`config.mk`:
```
export PLATFORM = sky130hd
export DESIGN_NAME = hazard_stall_ctrl
export DESIGN_NICKNAME = d
export VERILOG_FILES = /design/src/rtl/hazard_stall_ctrl.sv
export SDC_FILE = /design/constraint.sdc
export NUM_CORES = 1
export LEC_CHECK = 0
export CAP_MARGIN = 10
export CORE_MARGIN = 5
export CORE_UTILIZATION = 43
export CTS_CLUSTER_DIAMETER = 50
export CTS_CLUSTER_SIZE = 28
export DETAILED_ROUTE_END_ITERATION = 6
export PLACE_DENSITY_LB_ADDON = 0.1
export SKIP_LAST_GASP = 1
export SYNTH_ARGS = -nofsm -noshare
export SYNTH_HDL_FRONTEND = slang
export SYNTH_SLANG_ARGS = --single-unit
export TNS_END_PERCENT = 1
```
`constraint.sdc`:
```
create_clock -name clock -period 8.1 [get_ports clock]
set_clock_uncertainty 0.05 [all_clocks]
set_input_delay 2.43 -clock clock [delete_from_list [all_inputs] [get_ports clock]]
set_output_delay 2.43 -clock clock [all_outputs]
set_load 0.02 [all_outputs]
```
`src/rtl/hazard_stall_ctrl.sv`:
```
// hazard_stall_ctrl: pipeline interlock controller for the 5-stage core.
// Detects load-use hazards between the D-stage instruction and an X-stage lw,
// and sequences the shared multdiv unit (start pulse, busy freeze, completion).
// Optional build macro HAZARD_PERF_EN adds saturating stall counters
// lu_stall_cnt and md_stall_cnt.
module hazard_stall_ctrl #(
    parameter int MD_TIMEOUT = 40,
    parameter int CNT_W      = 6
) (
    input  logic       clock,
    input  logic       reset,
    input  logic [4:0] opcode_d,
    input  logic [4:0] rs_d,
    input  logic [4:0] rt_d,
    input  logic [4:0] rd_d,
    input  logic [4:0] opcode_x,
    input  logic [4:0] aluop_x,
    input  logic [4:0] rd_x,
    input  logic       valid_x,
    input  logic       md_ready,
    input  logic       md_exception,
    output logic       stall_fd,
    output logic       bubble_dx,
    output logic       freeze_x,
    output logic       bubble_xm,
    output logic       ctrl_mult,
    output logic       ctrl_div,
    output logic       md_busy,
    output logic       md_timeout,
    output logic       md_exc_out
`ifdef HAZARD_PERF_EN
    ,
    output logic [15:0] lu_stall_cnt,
    output logic [15:0] md_stall_cnt
`endif
);

    localparam logic [4:0] OP_RTYPE = 5'b00000;
    localparam logic [4:0] OP_LW    = 5'b01000;
    localparam logic [4:0] ALU_MULT = 5'b00110;
    localparam logic [4:0] ALU_DIV  = 5'b00111;
    localparam logic [CNT_W-1:0] CNT_LAST = CNT_W'(MD_TIMEOUT - 1);

    typedef enum logic [1:0] {IDLE, START, BUSY, DONE} md_state_t;

    md_state_t        state;
    logic [CNT_W-1:0] cnt;
    logic             frz;
    logic             out_en;
    logic             reads_a;
    logic             reads_b;
    logic [4:0]       src_a;
    logic [4:0]       src_b;
    logic             hz;
    logic             is_md;
    logic             lu_stall;

    // Decode which source registers the D-stage instruction actually reads
    always_comb begin
        reads_a = 1'b0;
        reads_b = 1'b0;
        src_a   = rs_d;
        src_b   = (opcode_d == OP_RTYPE) ? rt_d : rd_d;
        case (opcode_d)
            5'b00000, 5'b00111, 5'b00010, 5'b00110: begin
                reads_a = 1'b1;
                reads_b = 1'b1;
            end
            5'b00101, 5'b01000: reads_a = 1'b1;
            5'b00100:           reads_b = 1'b1;
            default: begin
                reads_a = 1'b0;
                reads_b = 1'b0;
            end
        endcase
    end

    // Load-use hazard and multdiv-request detection against the X stage
    always_comb begin
        hz = valid_x && (opcode_x == OP_LW) && (rd_x != 5'd0) &&
             ((reads_a && (src_a == rd_x)) || (reads_b && (src_b == rd_x)));
        is_md = valid_x && (opcode_x == OP_RTYPE) &&
                ((aluop_x == ALU_MULT) || (aluop_x == ALU_DIV));
    end

    // Outputs stay quiet for the first cycle after reset release
    always_ff @(posedge clock or negedge reset) begin
        if (!reset) out_en <= 1'b0;
        else        out_en <= 1'b1;
    end

    // Multdiv sequencer: start pulse, busy freeze with timeout, one-cycle done
    always_ff @(posedge clock or negedge reset) begin
        if (!reset) begin
            state      <= IDLE;
            cnt        <= '0;
            frz        <= 1'b0;
            ctrl_mult  <= 1'b0;
            ctrl_div   <= 1'b0;
            md_timeout <= 1'b0;
            md_exc_out <= 1'b0;
        end else begin
            ctrl_mult  <= 1'b0;
            ctrl_div   <= 1'b0;
            md_timeout <= 1'b0;
            case (state)
                IDLE: begin
                    if (is_md) begin
                        state     <= START;
                        cnt       <= '0;
                        frz       <= 1'b1;
                        ctrl_mult <= (aluop_x == ALU_MULT);
                        ctrl_div  <= (aluop_x == ALU_DIV);
                    end
                end
                START: begin
                    state <= BUSY;
                    cnt   <= '0;
                end
                BUSY: begin
                    if (md_ready) begin
                        state <= DONE;
                        frz   <= 1'b0;
                    end else if (cnt == CNT_LAST) begin
                        state      <= IDLE;
                        frz        <= 1'b0;
                        md_timeout <= 1'b1;
                    end else begin
                        cnt <= cnt + 1'b1;
                    end
                end
                DONE: begin
                    md_exc_out <= md_exception;
                    state      <= IDLE;
                end
                default: begin
                    state <= IDLE;
                    frz   <= 1'b0;
                end
            endcase
        end
    end

    // Pipeline controls: freeze wins over load-use since the D/X latch holds
    always_comb begin
        lu_stall  = out_en && hz && !frz;
        freeze_x  = out_en && frz;
        bubble_xm = out_en && frz;
        stall_fd  = freeze_x || lu_stall;
        bubble_dx = lu_stall;
        md_busy   = frz;
    end

`ifdef HAZARD_PERF_EN
    // Saturating counters of load-use stall cycles and multdiv freeze cycles
    always_ff @(posedge clock or negedge reset) begin
        if (!reset) begin
            lu_stall_cnt <= 16'h0000;
            md_stall_cnt <= 16'h0000;
        end else begin
            if (lu_stall && (lu_stall_cnt != 16'hFFFF))
                lu_stall_cnt <= lu_stall_cnt + 16'd1;
            if (freeze_x && (md_stall_cnt != 16'hFFFF))
                md_stall_cnt <= md_stall_cnt + 16'd1;
        end
    end
`endif

endmodule

```
==> Word-level counts from Yosys, hierarchy flattened <==
Index checks and enable logic that the tools add are counted.
{ "classes": {"reduce_logical": 25, "eq_ne": 19, "n_addsub": 1, "muxes": 22} }
{ "op_table": {"columns": ["cell", "count"], "rows": [
  ["5-bit by 3-bit equality test with 1-bit output (second input constant)", 6],
  ["6-bit two-way mux", 3],
  ["6-bit case mux with 3 select lines", 1],
  ["1-bit two-way mux", 12],
  ["5-bit by 4-bit equality test with 1-bit output (second input constant)", 2],
  ["5-bit equality test", 2],
  ["1-bit logical AND", 10],
  ["5-bit zero test", 2],
  ["2-bit case mux with 4 select lines", 1],
  ["6-bit by 1-bit adder with 6-bit output (second input constant)", 1],
  ["6-bit equality test (second input constant)", 1],
  ["2-bit two-way mux", 3],
  ["2-bit inequality test (second input constant)", 3],
  ["6-bit OR reduction", 1],
  ["5-bit by 2-bit equality test with 1-bit output (second input constant)", 1],
  ["5-bit two-way mux", 1],
  ["5-bit nonzero test", 1],
  ["5-bit OR reduction", 1],
  ["2-bit equality test (second input constant)", 2],
  ["4-bit AND reduction", 1],
  ["1-bit logical OR", 3],
  ["3-bit inequality test (second input constant)", 1],
  ["3-bit AND reduction", 1],
  ["3-bit nonzero test", 1],
  ["6 further kinds", 6]
]} }
{ "totals": {"output_inout_bits": 9, "in_bits": 40, "reg_bits": 14, "word_cells": 75} }

==> Longest topological paths before layout <==
Gate-level depths: netlist (run 1).
{ "depth": {"depth_word": 9, "depth_mapped": 7, "mapped_depth_nobuf": 7} }

==> Least setup slack after synthesis (run 1) <==
No wires, ideal clock.
{ "synth_timing": {"path_type": "input-to-output", "startpoint": "input port opcode_d[4]", "endpoint": "output port stall_fd", "path_slack_ns": 1.698, "required_time_ns": 5.620, "path_buffers": 0, "arrival_time_ns": 3.922, "stages": 5, "path_cell_list": "or4_4 > a2111o_1 > a21oi_1 > a31oi_1 > o21bai_1"} }
{ "synth_via": {"elab_chain_len": 9, "word_cells_on_any_way": 20, "cone_classes": "eq/ne: 7; mux: 3; reduce/logical: 10"} }
{ "synth_lines": {"columns": ["item", "line_no", "text"], "rows": [
  ["start: declaration", "12", "input logic [4:0] opcode_d,"],
  ["5-bit by 3-bit equality test with 1-bit output, or another cell as far along", "64", "case (opcode_d)"],
  ["6-bit OR reduction (no line), or another cell as far along", null, null],
  ["1-bit two-way mux or 5-bit equality test (tied branches)", "64, 81", null],
  ["1-bit logical AND", "81", "((reads_a && (src_a == rd_x)) || (reads_b && (src_b == rd_x)));"],
  ["1-bit logical OR *", "81", null],
  ["1-bit logical AND *", "80", "hz = valid_x && (opcode_x == OP_LW) && (rd_x != 5'd0) &&"],
  ["1-bit logical AND * (2 in a row)", "146", "lu_stall = out_en && hz && !frz;"],
  ["1-bit logical OR *", "149", "stall_fd = freeze_x || lu_stall;"],
  ["end: declaration", "22", "output logic stall_fd,"]
]} }
Mark *: on every way between the ends. The rest lies on a longest branch, timed or not.

==> Worst setup path in the final report (run 1) <==
{ "layout_timing": {"startpoint": "input port opcode_d[1]", "endpoint": "output port stall_fd"} }
The elaborated chain is that of the path after synthesis.

==> results of run 1 <==
-- metrics by stage --
step	std cells	instance area, um2
after floorplan	124	1020
after CTS	198	1530
after global routing	198	1530
after detailed placement	195	1510
final	198	1530
after global placement	195	1510
-- sequential cells by signal, indices dropped and copies added (netlist names) --
| name | cells |
|---|---|
| out_en | 1 |
| ctrl_div | 1 |
| md_busy | 1 |
| md_exc_out | 1 |
| state | 2 |
| md_timeout | 1 |
| cnt | 6 |
| ctrl_mult | 1 |
-- power groups by stage --
stage / Sequential (mW) / Clock, mW / Combinational (mW)
after floorplan: 0.108 / 0 / 0.0690
after global placement: 0.116 / 0 / 0.110
after detailed placement: 0.118 / 0 / 0.114
after CTS: 0.116 / 0.0391 / 0.114
after global routing: 0.122 / 0.0414 / 0.125
final: 0.117 / 0.0377 / 0.114
-- synth_stat cells --
cell type	count
nand2_1	9
o21ai_0	10
nor3b_1	3
xor2_1	3
nor4_1	2
and3_1	1
nor4bb_1	1
o211ai_1	5
a21bo_2	1
a21oi_1	6
o22ai_1	2
o21bai_1	1
mux2i_1	1
ha_1	1
o221ai_1	1
or4_4	1
clkbuf_1	4
a2111o_1	1
nand4_1	1
or4_1	1
and2_1	4
dfrtp_1	14
nor2_2	1
a32oi_1	1
xnor2_1	4
a31oi_1	6
nor2_1	9
mux2_2	3
or3_1	1
buf_4	1
nor3_1	8
nand3b_1	2
nand3_1	5
inv_1	5
a222oi_1	1
nand2b_1	3
conb_1	1
-- kinds of logic (layout without fill, tap and decap cells) --
group,count (synthesis),count (layout),share of synthesized area
and+or+nand+nor,52,52,0.276
xor gates and xnor gates,7,7,0.0603
DFF,14,14,0.344
AOI/OAI and AO/OA,35,35,0.220
other,1,1,0.00369
buffers and inverters,10,56,0.0406
muxes,4,4,0.0430
adders and majority gates,1,1,0.0123
-- layout make-up --
class	count	area [um2]	share of cell area
clock buffer	3	22.5	0.0147
sequential	14	350	0.229
inverter	5	18.8	0.0122
multi-input combinational	100	626	0.408
timing repair buffer	48	480	0.313
tap	28	35.0	0.0229
-- per-layer routing --
metal  wire length, um  share of wire  up-vias
met2              1430           0.49       60
met3               339           0.12        7
met4                42          0.015        0
met1              1080           0.37      531
met5                 0              0        -
li1                  -              -      558
-- how the worst max path moves through the flow --
| stage | slack (ns) | depth (start not counted) | endpoint | start |
|---|---|---|---|---|
| 3_5_place_dp | 0.70 | 7 | stall_fd | opcode_d[1] |
| 3_3_place_gp | 0.80 | 7 | stall_fd | opcode_d[1] |
| 2_1_floorplan | 1.70 | 5 | stall_fd | opcode_d[4] |
| 6_report | 0.69 | 7 | stall_fd | opcode_d[1] |
| 4_1_cts | 0.70 | 7 | stall_fd | opcode_d[1] |
| 5_1_grt | 0.62 | 7 | stall_fd | opcode_d[1] |
==> run_results.csv, run 1 <==
group,metric,value,unit
run_status,status,"finished, final reports clean",
yosys,synthCells,124,
grt,busiest_layer,"met2",
min_path,hold_class,"reg2reg",
sta,setup_violations,0,
pwr,p_int,164,uW
sta,worst_slew_pin_slew,0.609,ns
clocking,cts_buffers,3,
die,core_region_area,2230,um2
clocking,clk_latency,0.28,ns
sta,final_hold_viol_count,0,
pwr,power_frac_seq,0.435,
critical_path,endpoint_kind,"output pin",
placed_design,port_buffers,48,
die,die_w,58.6,um
yosys,syn_area,1020,um2
yosys,synth-seq-area-share,0.344,
yosys,synth.top_cell.area_share,0.344,
detailed_routing,via_per_inst,5.84,
clocking,cts_hold_buf,0,
critical_path,required,5.62,ns
sta,fin_hold_ws,0.466,ns
grt,grt_pass1_wl,4870,um
cells_and_area,final_common_cell,"clkdlybuf4s50_1",
sta,relSlewSlack,0.593,
clocking,ctsResizeCount,0,
clocking,clk_pin_slew,0.08,ns
cells_and_area,layout.nets,213,
pwr,total_power,268,uW
critical_path,crit_type,"in2out",
cells_and_area,layout-drive-gt1-share,0.0529,
grt,grt.overflow.total,0,
critical_path,r2r-end,"cnt[0]",
clocking,cts_root_buf,"clkbuf_4",
job,cap_viol_max_count,0,
grt,grt_use_met3,0.0702,
die,start_util,0.455,
clocking,clock-sinks,14,
critical_path,r2r-start,"cnt[4]",
pwr,power.switching,104,uW
sta,fmax,0.135,GHz
critical_path,cpMaxStageDelayCell,"clkdlybuf4s50_1",
critical_path,crit_family,"buffers and inverters",
yosys,syn_avg_cell_area,8.20,um2
pwr,p_per_area,175,nW/um2
detailed_routing,via_count,1156,
critical_path,ff2ff_path_depth,5,
sta,fin_crit_sh,0.915,
cells_and_area,fin_util,0.686,
pwr,clock_power_share,0.140,
pwr,ir_worst_vdd,0.000150,V
cells_and_area,layout_common_cells,"48 x clkdlybuf4s50_1, 14 x dfrtp_1, 10 x o21ai_0",
die,pin_count,49,
sta,tns,0,ns
detailed_routing,drc,0,
die,die-area,3440,um2
sta,rsz0062_at_grt,"false",
yosys,syn_nets,165,
critical_path,cp-start-kind,"input port",
detailed_routing,drt_iter0_markers,48,
sta,slew_viol_final,0,
cells_and_area,area_growth,50.7,%
pwr,netSwitchingFraction,0.389,
critical_path,slowest_delay,0.63,ns
grt,antenna_found_initial,0,
clocking,max-clock-path-buffers,2,
yosys,yosysWarnings,0,
sta,period_needed,7.41,ns
grt,grt_pass1_vias,1158,
min_path,min_path_cells,1,
sta,finalWorstSetupSlack,0.686,ns
yosys,yosys.area.top_type,"dfrtp_1",
yosys,synth_area_leaders,"dfrtp_1 34%, o21ai_0 4.9%, nor3_1 3.9%",
yosys,ys_seq_elements,14,
critical_path,rrSetupSlack,6.42,ns
placed_design,dp_slack,0.699,ns
critical_path,cp_common_cell,"clkdlybuf4s50_1",
grt,met1_usage,0.206,
grt,grt_use_met2,0.314,
yosys,synth.distinct_cells,37,
grt,grt_max_degree,19,
clocking,cts_tree,"yes",
critical_path,path_cells,"clkdlybuf4s50_1 -> or4_4 -> a2111o_1 -> a21oi_1 -> a31oi_1 -> o21bai_1 -> clkdlybuf4s50_1",
critical_path,cp.arrival,4.93,ns
placed_design,hpwl,2370,um
critical_path,critPathBufInv,2,
detailed_routing,drt-wirelength-per-cell,14.6,um
pwr,leakagePower,0.586,nW
die,die_y,58.6,um
detailed_routing,wirelength,2900,um
placed_design,gp_congestion,0.841,
min_path,min_from,"md_exc_out",
cells_and_area,fillers,179,
critical_path,cp_max_fo,5,
detailed_routing,ant_nets,0,
min_path,whs_endpoint,"md_exc_out",
detailed_routing,firstDrtPassIters,4,
clocking,cts_setup_buffers,0,
cells_and_area,diodes,0,
pwr,combinationalPowerShare,0.424,
clocking,htreeDepth,1,
grt,grt_use_total,0.181,
die,num_rows,17,
No activity file was read; power rests on OpenSTA's default activity.
==> run 2, diff against run 1 <==
--- a/config.mk
+++ b/config.mk
@@ -5,6 +5,7 @@
 export SDC_FILE = /design/constraint.sdc
 export NUM_CORES = 1
 export LEC_CHECK = 0
+export ABC_CLOCK_PERIOD_IN_PS = 8100
 export CAP_MARGIN = 10
 export CORE_MARGIN = 5
 export CORE_UTILIZATION = 43
==> results of run 2 <==
Same layout as run 1: the final DEF is identical, and so are final timing and power.
==> run 3, diff against run 2 <==
--- a/config.mk
+++ b/config.mk
@@ -13,6 +13,7 @@
 export CTS_CLUSTER_SIZE = 28
 export DETAILED_ROUTE_END_ITERATION = 6
 export PLACE_DENSITY_LB_ADDON = 0.1
+export REMOVE_ABC_BUFFERS = 1
 export SKIP_LAST_GASP = 1
 export SYNTH_ARGS = -nofsm -noshare
 export SYNTH_HDL_FRONTEND = slang
==> run_results.csv, run 3 (same netlist as run 1, synthesis figures left out) <==
group,metric,value,unit
sta,slew_viol_final,0,
grt,grt_use_total,0.179,
placed_design,gp_congestion,0.897,
sta,final_hold_viol_count,0,
sta,tns,0,ns
cells_and_area,top_regs,"cnt x6, state x2",
placed_design,port_buffers,48,
sta,rsz0062_at_grt,"false",
die,core_region_area,2230,um2
critical_path,cp.arrival,4.88,ns
cells_and_area,final_common_cell,"clkdlybuf4s50_1",
critical_path,required,5.62,ns
pwr,ir_worst_vdd,0.000151,V
clocking,cts_setup_buffers,0,
detailed_routing,drc,0,
cells_and_area,finalNonFillerCells,199,
detailed_routing,drt_iter0_markers,42,
cells_and_area,largest_register_ffs,6,
sta,fin_crit_sh,0.909,
placed_design,place_inst,195,
clocking,cts_hold_buf,0,
cells_and_area,layout-drive-gt1-share,0.0585,
cells_and_area,diodes,0,
placed_design,place_area,1510,um2
cells_and_area,largest-register,"cnt",
detailed_routing,ant_nets,0,
pwr,total_power,278,uW
cells_and_area,layout_common_cells,"48 x clkdlybuf4s50_1, 14 x dfrtp_1, 10 x o21ai_0",
detailed_routing,via_per_inst,5.61,
grt,grt_pass1_wl,4820,um
job,cap_viol_max_count,0,
critical_path,crit_type,"in2out",
clocking,cts_buffers,3,
cells_and_area,layout.nets,213,
sta,worst_slew_pin_slew,0.611,ns
placed_design,hpwl,2370,um
die,start_util,0.455,
clocking,clk_latency,0.28,ns
detailed_routing,via_count,1117,
die,die_w,58.6,um
die,die-area,3440,um2
clocking,cts_tree,"yes",
die,pin_count,49,
die,die_y,58.6,um
grt,grt_max_degree,19,
grt,grt_pass1_vias,1033,
placed_design,dp_slack,0.743,ns
critical_path,endpoint_kind,"output pin",
detailed_routing,wirelength,2930,um
critical_path,cp-start-kind,"input port",
sta,finalWorstSetupSlack,0.737,ns
grt,grt.overflow.total,0,
min_path,hold_class,"reg2reg",
cells_and_area,fillers,182,
cells_and_area,finalInstanceArea,1550,um2
clocking,cts_root_buf,"clkbuf_4",
pwr,p_per_area,180,nW/um2
clocking,clk_pin_slew,0.08,ns
cells_and_area,area_growth,52.0,%
critical_path,cp_max_fo,5,
clocking,ctsResizeCount,0,
sta,period_needed,7.36,ns
clocking,clock-sinks,14,
cells_and_area,fin_util,0.692,
die,num_rows,17,
clocking,max-clock-path-buffers,2,
detailed_routing,drt-wirelength-per-cell,14.7,um
sta,fin_hold_ws,0.457,ns
run_status,status,"finished, final reports clean",
clocking,htreeDepth,1,
detailed_routing,firstDrtPassIters,4,
sta,fmax,0.136,GHz
sta,setup_violations,0,
pwr,leakagePower,0.593,nW
sta,relSlewSlack,0.591,
grt,antenna_found_initial,0,
## run 3: cell count changes in the layout (fill, tap and decap cells not counted)
cell      previous run  this run
clkbuf_8             0         1
## run 3: worst max-delay path, cell delays in order
cell,delay (ns)
clkdlybuf4s50_1,0.47
or4_4,0.58
a2111o_1,0.38
a21oi_1,0.13
a31oi_1,0.13
o21bai_1,0.15
clkdlybuf4s50_1,0.62
## run 3: cell type report
| class | count | area (um2) | share of cell area |
|---|---|---|---|
| tap | 28 | 35.0 | 0.0227 |
| clock buffer | 4 | 36.3 | 0.0235 |
| timing repair buffer | 48 | 480 | 0.311 |
| sequential | 14 | 350 | 0.227 |
| inverter | 5 | 18.8 | 0.0121 |
| multi-input combinational | 100 | 626 | 0.405 |
## run 3: worst paths after layout
kind	end	depth (start not counted)	slack [ns]	startpoint
max in group asynchronous	ctrl_div	1	5.13	reset
hold / removal	md_exc_out	1	0.46	md_exc_out
setup / recovery	stall_fd	7	0.74	opcode_d[1]
min in group asynchronous	cnt[5]	1	2.48	reset
setup reg to reg	cnt[1]	5	6.40	cnt[4]
hold reg to reg	md_exc_out	1	0.46	md_exc_out
## run 3: where the power goes
part           internal (mW)  switching [mW]
registers             0.0867          0.0299
logic                 0.0599          0.0520
clock network         0.0274          0.0224
## run 3: per-layer routing
layer	wire length, um	track usage
met2	1380	0.289
met1	1270	0.240
met5	0	0
met4	44	0.0485
met3	234	0.0439
==> patch (settings of run 1) <==
Change the parameter `CNT_W` from 6 to 3.
--- a/src/rtl/hazard_stall_ctrl.sv
+++ b/src/rtl/hazard_stall_ctrl.sv
@@ -6,5 +6,5 @@
 module hazard_stall_ctrl #(
     parameter int MD_TIMEOUT = 40,
-    parameter int CNT_W      = 6
+    parameter int CNT_W      = 3
 ) (
     input  logic       clock,
Formal check against the unedited RTL: same outputs for any inputs over 10 cycles, from zero or initial values and one cycle with reset low; that may be too few to reach the edited logic, so the function may still have changed.
==> patch against run 1 <==
Total power decreased by 14%; clock power about the same; wire length decreased by 10%; sequential share of layout area decreased by 2.3 points; first-iteration DRC count decreased by 40%; synthesized area decreased by 20%; global-route usage increased by 1.7 points; worst setup slack improved by 270 ps; final area decreased by 12%; sequential cell count decreased by 3; critical path type unchanged; critical endpoint unchanged.
==> patch: results (changes against run 1) <==
[outcome]
status=finished, final reports clean

[clock_tree]
cts_buffers=3  ; unchanged
cts-resized-gates=0  ; unchanged
worstSkewPairLatency_ps=270
clk_pin_slew_ps=60  ; -20 ps
htreeDepth=1  ; unchanged
clk_path_buf_depth=2  ; unchanged
postCtsSetupRepairBufs=0  ; unchanged
clockRootBuffer=clkbuf_4

[drt]
dr_total_vias=939  ; -19%
wl_per_cell_um=14.9  ; +1.8%
drtIter0Drc=29  ; -40%
firstDrtPassIters=4  ; unchanged

[yosys]
synthFlopType=dfrtp_1
async_reset_ff_share_pct=100  ; unchanged
synth_cell_types=40  ; +8.1%
yosysWarnings=0  ; unchanged
syn_nets=142  ; -14%
ys_seq_area_share_pct=33.8  ; -0.65 points
netlist_top_cells_count=nand2_1, dfrtp_1, nor2_1, inv_1, nand3_1
synth.area.top_cells=dfrtp_1, nand2_1, nor2_1, nand3_1, inv_1

[global_routing]
grt_pass1_wl_um=4180  ; -14%
antenna_found_initial=0  ; unchanged
grt_pass1_vias=961  ; -17%
grt_use_total_pct=19.8  ; +1.7 points
grt_start_max_net_pins=12  ; -7

[critical_path]
cpMaxStageDelayCell=clkdlybuf4s50_1
slowest_delay_ps=620
critPathArrivalTime_ps=4660  ; -270 ps
ff2ff_setup_slack_ps=6540  ; +120 ps
crit_fanout=6  ; +1

[final_layout]
drive_gt1_share_pct=4.00  ; -1.3 points
largest_reg_flops=3  ; -3
fin_nets=193  ; -9.4%
largest_registers=cnt: 3 flops, state: 2 flops
antenna_cells=0  ; unchanged

[placed_design]
port_buffers=48  ; unchanged
hpwl_um=2140  ; -9.9%
gp_congestion=0.828  ; -1.6%

[power]
leakagePower_uw=0.000539  ; -8.1%
ir_drop_mv=0.140  ; -6.6%

[min_path]
hp-class=flip-flop to flip-flop

[timing]
hold-worst-slack_ps=462  ; -3.96 ps

-- patch: changes by cell type after synthesis, sizes merged, moves of 3 or more --
| cell | run 1 | this run |
|---|---|---|
| a31oi | 6 | 1 |
| a21oi | 6 | 3 |
| dfrtp | 14 | 11 |
| nor3b | 3 | 0 |
| o21ai | 10 | 4 |
| clkbuf | 4 | 1 |
| nand2 | 9 | 12 |
| o211ai | 5 | 1 |
| nor3 | 8 | 4 |
-- patch: logic make-up (layout without fill, tap and decap cells) --
family / Yosys count / after routing / share of synthesized area (%)
AND/OR/NAND/NOR: 49 / 49 / 32.4
adder cells (fa/ha/maj): 2 / 2 / 3.07
AO/OA/AOI/OAI: 21 / 21 / 17.5
other: 1 / 1 / 0.460
multiplexers: 2 / 2 / 2.76
XOR/XNOR: 5 / 5 / 5.38
flip-flops: 11 / 11 / 33.8
buffers and inverters: 9 / 59 / 4.61
-- patch: critical path, delay by kind of cell --
| kind | cells | cell delay [ps] |
|---|---|---|
| and+or+nand+nor | 2 | 500 |
| AOI/OAI and AO/OA | 4 | 620 |
| buffers and inverters | 2 | 1110 |
-- patch: per-layer routing --
layer  track usage [%]  share of wire [%]  wire length [µm]  vias to the layer above
li1                  -                  -                 -                      461
met1              23.8                 39              1010                      426
met2              34.3                 50              1300                       45
met3              3.10                8.8               229                        7
met4              9.36                2.2                58                        0
met5                 0                  0                 0                        -
-- patch: worst paths after layout --
| check | depth (start not counted) | endpoint | startpoint |
|---|---|---|---|
| max | 8 | stall_fd | opcode_d[1] |
| min | 1 | md_exc_out | md_exc_out |
| max reg2reg | 6 | cnt[2] | cnt[0] |
| min reg2reg | 1 | md_exc_out | md_exc_out |
| max in group asynchronous | 1 | cnt[0] | reset |
| min in group asynchronous | 1 | state[0] | reset |
-- patch: final cells by class --
cell class	instances	area, µm²
Clock buffer	4	26.3
Fill cell	150	423
Inverter	7	26.3
Multi-Input combinational cell	80	502
Sequential cell	11	275
Tap cell	25	31.3
Timing Repair Buffer	48	480
-- patch: power breakdown --
group,total (µW),internal (µW),switching [µW],leakage [µW]
registers,90.1,71.1,18.9,0.000142
clock network,37.6,19.1,18.5,0.0000150
logic,104,55.6,47.9,0.000382
-- patch: per-stage QoR --
stage	instances	setup slack (ps)	cell area [µm²]
floorplan	100	1980	815
global placement	171	947	1320
detailed placement	171	959	1320
CTS	175	952	1340
global route	175	809	1340
finish	175	960	1340
